[src/rtl/adder_scoreboard.sv]
// In-order result checker: queues expected words, compares each DUT result
// against the oldest one, and keeps counters plus a capture of the first failure.
module adder_scoreboard #(
    parameter int WIDTH       = 17,
    parameter int DEPTH       = 8,
    parameter int CNT_W       = 16,
    parameter int STOP_ON_ERR = 0
) (
    input  logic                     clk,
    input  logic                     rst,
    input  logic                     clear,
    input  logic                     ref_valid,
    input  logic [WIDTH-1:0]         ref_data,
    input  logic                     res_valid,
    input  logic [WIDTH-1:0]         res_data,
    output logic                     error,
    output logic                     err_sticky,
    output logic                     halted,
    output logic                     overflow,
    output logic                     underflow,
    output logic [$clog2(DEPTH):0]   level,
    output logic [CNT_W-1:0]         txn_cnt,
    output logic [CNT_W-1:0]         match_cnt,
    output logic [CNT_W-1:0]         err_cnt,
    output logic [CNT_W-1:0]         first_err_idx,
    output logic [WIDTH-1:0]         first_err_res,
    output logic [WIDTH-1:0]         first_err_ref
);

    localparam int AW = $clog2(DEPTH);
    localparam int LW = AW + 1;
    localparam logic [LW-1:0] FULL_LVL = LW'(DEPTH);

    typedef enum logic {RUN, HALT} state_t;

    function automatic logic [CNT_W-1:0] sat_inc(input logic [CNT_W-1:0] v);
        return (&v) ? v : v + CNT_W'(1);
    endfunction

    state_t             state_q, state_d;
    logic [WIDTH-1:0]   mem_q [DEPTH];
    logic [AW-1:0]      wr_ptr_q, wr_ptr_d;
    logic [AW-1:0]      rd_ptr_q, rd_ptr_d;
    logic [LW-1:0]      count_q, count_d;
    logic               error_q, error_d;
    logic               sticky_q, sticky_d;
    logic               halted_q, halted_d;
    logic               ovf_q, ovf_d;
    logic               unf_q, unf_d;
    logic [CNT_W-1:0]   txn_q, txn_d;
    logic [CNT_W-1:0]   match_q, match_d;
    logic [CNT_W-1:0]   err_q, err_d;
    logic [CNT_W-1:0]   fidx_q, fidx_d;
    logic [WIDTH-1:0]   fres_q, fres_d;
    logic [WIDTH-1:0]   fref_q, fref_d;

    logic               active, empty, full;
    logic               do_cmp, under, pop, push, ovf_evt, mismatch;
    logic [WIDTH-1:0]   cmp_ref;

    // An empty FIFO with a same-cycle push compares against the incoming word
    // directly; with no push there is nothing to compare against, so the
    // reference is all-X and the result is forced to fail.
    always_comb begin
        active  = (state_q == RUN) && !clear;
        empty   = (count_q == '0);
        full    = (count_q == FULL_LVL);
        do_cmp  = active && res_valid;
        under   = do_cmp && empty && !ref_valid;
        pop     = do_cmp && !empty;
        push    = active && ref_valid && !(do_cmp && empty) && (!full || pop);
        ovf_evt = active && ref_valid && full && !res_valid;
        if (!empty) begin
            cmp_ref = mem_q[rd_ptr_q];
        end else if (ref_valid) begin
            cmp_ref = ref_data;
        end else begin
            cmp_ref = {WIDTH{1'bx}};
        end
        mismatch = do_cmp && (under || (res_data !== cmp_ref));
    end

    always_comb begin
        state_d  = state_q;
        wr_ptr_d = wr_ptr_q;
        rd_ptr_d = rd_ptr_q;
        count_d  = count_q;
        error_d  = 1'b0;
        sticky_d = sticky_q;
        ovf_d    = ovf_q;
        unf_d    = unf_q;
        txn_d    = txn_q;
        match_d  = match_q;
        err_d    = err_q;
        fidx_d   = fidx_q;
        fres_d   = fres_q;
        fref_d   = fref_q;
        if (clear) begin
            state_d  = RUN;
            wr_ptr_d = '0;
            rd_ptr_d = '0;
            count_d  = '0;
            sticky_d = 1'b0;
            ovf_d    = 1'b0;
            unf_d    = 1'b0;
            txn_d    = '0;
            match_d  = '0;
            err_d    = '0;
            fidx_d   = '0;
            fres_d   = '0;
            fref_d   = '0;
        end else if (state_q == RUN) begin
            if (push) begin
                wr_ptr_d = wr_ptr_q + AW'(1);
            end
            if (pop) begin
                rd_ptr_d = rd_ptr_q + AW'(1);
            end
            case ({push, pop})
                2'b10:   count_d = count_q + LW'(1);
                2'b01:   count_d = count_q - LW'(1);
                default: count_d = count_q;
            endcase
            if (ovf_evt) begin
                ovf_d = 1'b1;
            end
            if (under) begin
                unf_d = 1'b1;
            end
            if (do_cmp) begin
                txn_d = sat_inc(txn_q);
                if (mismatch) begin
                    err_d    = sat_inc(err_q);
                    error_d  = 1'b1;
                    sticky_d = 1'b1;
                    if (!sticky_q) begin
                        fidx_d = txn_q;
                        fres_d = res_data;
                        fref_d = cmp_ref;
                    end
                    if (STOP_ON_ERR != 0) begin
                        state_d = HALT;
                    end
                end else begin
                    match_d = sat_inc(match_q);
                end
            end
        end
        halted_d = (state_d == HALT);
    end

    always_ff @(posedge clk or posedge rst) begin
        if (rst) begin
            state_q  <= RUN;
            wr_ptr_q <= '0;
            rd_ptr_q <= '0;
            count_q  <= '0;
            error_q  <= 1'b0;
            sticky_q <= 1'b0;
            halted_q <= 1'b0;
            ovf_q    <= 1'b0;
            unf_q    <= 1'b0;
            txn_q    <= '0;
            match_q  <= '0;
            err_q    <= '0;
            fidx_q   <= '0;
            fres_q   <= '0;
            fref_q   <= '0;
        end else begin
            state_q  <= state_d;
            wr_ptr_q <= wr_ptr_d;
            rd_ptr_q <= rd_ptr_d;
            count_q  <= count_d;
            error_q  <= error_d;
            sticky_q <= sticky_d;
            halted_q <= halted_d;
            ovf_q    <= ovf_d;
            unf_q    <= unf_d;
            txn_q    <= txn_d;
            match_q  <= match_d;
            err_q    <= err_d;
            fidx_q   <= fidx_d;
            fres_q   <= fres_d;
            fref_q   <= fref_d;
        end
    end

    // Storage needs no reset: the pointers and occupancy define what is valid.
    always_ff @(posedge clk) begin
        if (push) begin
            mem_q[wr_ptr_q] <= ref_data;
        end
    end

    assign error         = error_q;
    assign err_sticky    = sticky_q;
    assign halted        = halted_q;
    assign overflow      = ovf_q;
    assign underflow     = unf_q;
    assign level         = count_q;
    assign txn_cnt       = txn_q;
    assign match_cnt     = match_q;
    assign err_cnt       = err_q;
    assign first_err_idx = fidx_q;
    assign first_err_res = fres_q;
    assign first_err_ref = fref_q;

endmodule

[config.mk]
export PLATFORM = sky130hd
export DESIGN_NAME = adder_scoreboard
export DESIGN_NICKNAME = d
export VERILOG_FILES = /design/src/rtl/adder_scoreboard.sv
export SDC_FILE = /design/constraint.sdc
export NUM_CORES = 1
export LEC_CHECK = 0
export ABC_CLOCK_PERIOD_IN_PS = 3100
export BUFFER_PORTS_ARGS = -buffer_cell sky130_fd_sc_hd__buf_2
export CELL_PAD_IN_SITES_DETAIL_PLACEMENT = 0
export CELL_PAD_IN_SITES_GLOBAL_PLACEMENT = 1
export CORE_MARGIN = 2
export CORE_UTILIZATION = 43
export DETAILED_ROUTE_END_ITERATION = 10
export GPL_TIMING_DRIVEN = 0
export PLACE_DENSITY_LB_ADDON = 0.05
export SETUP_SLACK_MARGIN = 0.5
export SLEW_MARGIN = 20
export SYNTH_ARGS = -nofsm -noshare
export SYNTH_HDL_FRONTEND = slang
export SYNTH_SLANG_ARGS = --single-unit
[constraint.sdc]
create_clock -name clk -period 3.1 [get_ports clk]
set_input_delay 0.155 -clock clk [delete_from_list [all_inputs] [get_ports clk]]
set_output_delay 0.155 -clock clk [all_outputs]
set_load 0.02 [all_outputs]
# Yosys cells after proc, flatten, opt, wreduce, memory -nomap -nowiden
# Memories as Yosys holds them, arrays and structs flattened.
# Cells that the tools add are included.
# op_classes
add_sub_neg	7
eq_ne	9
n_mux	43
n_reduce_logical	34
# op_table
cell	count
$mux W16	15
$mux W17	10
$add A16 B1 Y16 const B	3
$reduce_and A16 Y1	3
$nex A17 B17 Y1	1
$mux W1	12
$mux W3	4
$reduce_bool A2 Y1	6
$logic_and A1 B1 Y1	10
$ne A2 B2 Y1 const B	5
$reduce_and A3 Y1	3
$pmux W4 S2	1
$add A3 B1 Y3 const B	2
$logic_not A1 Y1	6
$add A4 B1 Y4 const B	1
$eq A4 B4 Y1 const B	1
$logic_not A4 Y1	1
$mux W4	1
$reduce_and A2 Y1	2
$sub A4 B1 Y4 const B	1
$reduce_bool A3 Y1	1
$eq A2 B1 Y1 const B	1
$eq A2 B2 Y1 const B	1
$logic_or A1 B1 Y1	2
# totals
ff_bits	112
mem_bits_rw	136
inputBits	39
word_cells	107
n_memories	1
# mem_list
name	depth	word_bits	read_ports	rd_ports_with_merged_regs	write_ports	line_no	rtl
mem_q	8	17	1	0	1	41	logic [WIDTH-1:0] mem_q [DEPTH];

# Logic depth before layout (Yosys ltp)
# depth
word_depth	9
ltp_mapped	14

# Worst setup path before layout
# Ideal clock, no wire load.
# synth_path
kind	register to register
start	register count_q[1] (netlist: level[1])
end	register match_q[5] (netlist: match_cnt[5])
t_arrival_ps	2931
required_ps	2972
path_slack_ps	42
stages_incl_launch_ff	10
path_buffers	1
period_less_slack_ps	3058
cell_sequence	dfrtp_1 -> nor4_1 -> buf_2 -> nand2_1 -> o21ai_0 -> o22ai_1 -> nand4b_2 -> or2_4 -> nor4_2 -> mux2_1
# synth_between
elab_chain_len	7
word_cells_on_any_way	9
cone_classes	2 x eq/ne; 1 x mux; 6 x reduce/logical
# synth_lines
item	line_no	rtl
from (decl)	44	logic [LW-1:0] count_q, count_d;
from (signal assigned)	173	count_q <= count_d;
$logic_not A4 Y1 *	66	empty = (count_q == '0);
$mux W17 or $logic_and A1 B1 Y1 (tied branches)	73, 69	
$nex A17 B17 Y1 or $logic_and A1 B1 Y1 (tied branches)	80, 69	
$logic_or A1 B1 Y1 *	80	mismatch = do_cmp && (under || (res_data !== cmp_ref));
$logic_and A1 B1 Y1 *	80	
$ne A2 B2 Y1 (no line) *	n/a	
$reduce_and A3 Y1 (no line) *	n/a	
to (signal assigned)	180	match_q <= match_d;
to (decl)	51	logic [CNT_W-1:0] match_q, match_d;
# Mark *: on every way between the ends. The rest lies on a longest branch, timed or not.
# A chain may end at the register's enable or synchronous reset.

# Worst setup path after layout
# layout_path
start	register rd_ptr_q[2]
end	register fres_q[12] (netlist: first_err_res[12])
# layout_between
elab_chain_len	7
# layout_lines
item	line_no	rtl
from (decl)	43	logic [AW-1:0] rd_ptr_q, rd_ptr_d;
from (signal assigned)	172	rd_ptr_q <= rd_ptr_d;
$mem_v2 Z8 W17	n/a	
$mux W17	73	if (!empty) begin
$nex A17 B17 Y1	80	
$logic_or A1 B1 Y1	80	
$logic_and A1 B1 Y1	80	
$reduce_bool A2 Y1 (no line)	n/a	
$reduce_and A3 Y1 (no line)	n/a	
to (signal assigned)	183	fres_q <= fres_d;
to (decl)	54	logic [WIDTH-1:0] fres_q, fres_d;
# Every way passes these cells.

==> results.txt <==
remaining global-route overflow = 0
first-iteration detailed-routing DRC count = 424
Syn-to-layout area delta = 32.1%
Arr. time, crit path = 3710 ps
Core ar. = 0.0258 mm2
critical path launch point type = flip-flop
Via-to-Cell Ratio = 5.40
RSZ-0062 raised after global routing = yes
number of global-route vias before repair = 8076
Power per Cell Area = 666 mW/mm2
clk_skew = 24.3 ps
maximum clock frequency = 0.301 GHz
standard-cell rows = 59
Starting Density = 43.5%
Filler cells = 2155
ys flop type = edfxtp_1
share of cells above drive strength 1 = 31.6%
die area = 0.0275 mm2
Max-Cap Viols = 0
DRT Pass-1 Iters = 4
Post-Route WL = 32.5 mm
failing checks = setup timing
Final Cell Area = 0.0149 mm2
syn_area_per_cell = 13.0 um2
layout net count = 1170
initial antenna violation count = 0
via count = 7990
WS Path Type = reg2reg
DIE HEIGHT = 166 um
outcome = finished, violations left
n_diodes = 0
final-report setup violation count = 82
register area share after synthesis = 61.2%
first-pass GRT wire length = 48.9 mm
Clock Sinks = 248
Synth cell types = 69
sum of negative setup slack = -11830 ps
clock buffer count from CTS = 28
Total Routing Usage GR = 23.0%
CTS H-Tree Depth = 1
die width = 166 um
CP max FO = 10
most frequent cells in the layout = buf_2, edfxtp_1, dfrtp_1
maximum number of pins on one net before global-route repair = 30
Worst Path Required = 3490 ps
post-synthesis async set-or-reset flop share = 45.2%
VDD IR max = 388 uV
worst-margin pin slew = 994 ps
CP endpoint kind = flip-flop
Cells after Synth = 862
Tcrit/Tclk final = 107%
wire per inst = 22.0 um
syn_nets = 909
Top Ports = 146
CTS Buffer Depth = 3
Static Leak = 6.24 nW
max-slew violation count = 0
Skew-Pair Late Insertion Delay = 550 ps
Clock Tree Root = clkbuf_16
Post-synth EDFFs = 136
gpl congestion = 0.801
DPL Wire Length = 21.3 mm
Reg clk slew, reported paths = 70 ps
Slew HR = 33.7%
most common cell after layout, fill and taps aside = buf_2
number of remaining DRC errors = 0
YS warnings = 0
Synth Register Bits = 248
worst hold path class = in2reg
final hold vios = 0
Tmin final = 3320 ps
Netlist Area Pre-Place = 0.0112 mm2
Post-DP Area = 0.0127 mm2
ANT nets after route = 0
Setup WS post-layout = -220 ps
CTS tree = yes
# port buffers = 143
cell families after synthesis:
logic type               synth area share, %
XOR/XNOR                                3.58
adder cells (fa/ha/maj)                0.957
AO/OA/AOI/OAI                           6.12
other                                 0.0333
buffers and inverters                   2.95
flip-flops                              61.2
multiplexers                            12.8
AND/OR/NAND/NOR                         12.3
cell usage after synthesis (10+ instances only):
| library cell | instances | area (um2) |
|---|---|---|
| nand3_1 | 25 | 125 |
| and3_1 | 12 | 75.1 |
| dfrtp_1 | 112 | 2800 |
| o21ai_0 | 22 | 110 |
| mux4_2 | 11 | 248 |
| o31ai_1 | 11 | 82.6 |
| xnor2_1 | 20 | 175 |
| clkbuf_1 | 22 | 82.6 |
| a22oi_1 | 12 | 90.1 |
| edfxtp_1 | 136 | 4080 |
| nand2_1 | 47 | 176 |
| nor2_1 | 110 | 413 |
| xor2_1 | 26 | 228 |
| nor2b_1 | 13 | 81.3 |
| nand4_1 | 13 | 81.3 |
| a21oi_1 | 22 | 110 |
| mux2_2 | 11 | 124 |
| mux2i_1 | 87 | 871 |
| or4_1 | 10 | 75.1 |
| inv_1 | 16 | 60.1 |
cell type report:
cell class / instances / area (um2) / area share (%)
inverters: 16 / 63.8 / 0.429
clock inverters: 7 / 75.1 / 0.505
well taps: 335 / 419 / 2.82
multi-input cells: 554 / 4480 / 30.1
flip-flops and latches: 248 / 6890 / 46.4
plain buffers: 44 / 382 / 2.57
repair buffers: 231 / 1760 / 11.9
clock buffers: 44 / 791 / 5.32
worst max-delay path: stages (launching register included):
cell and delay (ps):
dfrtp_1 330, buf_2 240, buf_4 360, nor2_2 110, a22oi_1 240, nand3_1 140
a221o_1 380, a2bb2oi_2 230, nand4b_4 230, o21ai_2 210, buf_4 140, buf_6 120
clkbuf_16 160, mux2i_1 210, nor2_1 50
timing repair:
| item | 4_1_cts | 5_1_grt |
|---|---|---|
| setup buffers | 26 | 11 |
| pin swaps | 19 | 20 |
| endpoints found under the setup margin | 137 | 145 |
| endpoints found under the hold margin | 211 | 0 |
| gates cloned | 2 | 5 |
| hold buffers | 36 | 0 |
| resized for setup | 51 | 49 |
metal layers:
| layer | vias up | GRT usage, % | share of wire (%) |
|---|---|---|---|
| met5 | - | 0 | 0 |
| met4 | 0 | 4.73 | 1.9 |
| met3 | 38 | 3.74 | 5.9 |
| met2 | 226 | 36.7 | 47 |
| met1 | 4007 | 33.7 | 46 |
| li1 | 3719 | - | - |
flip-flops by register name, summed over array words and instances (netlist names), 3 cells and up:
| name | cells |
|---|---|
| first_err_idx | 16 |
| first_err_ref | 17 |
| txn_cnt | 16 |
| level | 4 |
| rd_ptr_q | 3 |
| match_cnt | 16 |
| wr_ptr_q | 3 |
| first_err_res | 17 |
| err_cnt | 16 |
| mem_q | 136 |
power by group:
| part | switching, W | internal [W] | total (W) |
|---|---|---|---|
| logic | 0.00167 | 0.00129 | 0.00296 |
| registers | 0.000129 | 0.00367 | 0.00379 |
| clock network | 0.00131 | 0.00183 | 0.00314 |
stage by stage:
stage	total power [W]	worst slack [ps]	utilization, %	instances	hold WS, ps
after CTS	0.00973	-249	56.0	1463	17.9
after detailed placement	0.00627	-534	49.2	1348	144
after global routing	0.0103	-336	57.5	1479	77.8
after global placement	0.00621	-740	48.4	1340	447
final	0.00989	-220	57.5	1479	34.7
after floorplan	0.00545	235	-	862	254
final timing paths:
kind	slack (ps)	startpoint	depth (start not counted)	end
min	30	ref_data[10]	5	first_err_ref[10]
min reg2reg	500	underflow	2	underflow
max in group asynchronous	2030	rst	6	txn_cnt[6]
max	-220	rd_ptr_q[2]	14	first_err_res[12]
min in group asynchronous	150	rst	3	err_cnt[0]
max reg2reg	-220	rd_ptr_q[2]	14	first_err_res[12]
Note: power is estimated with default switching activity, not from simulation.
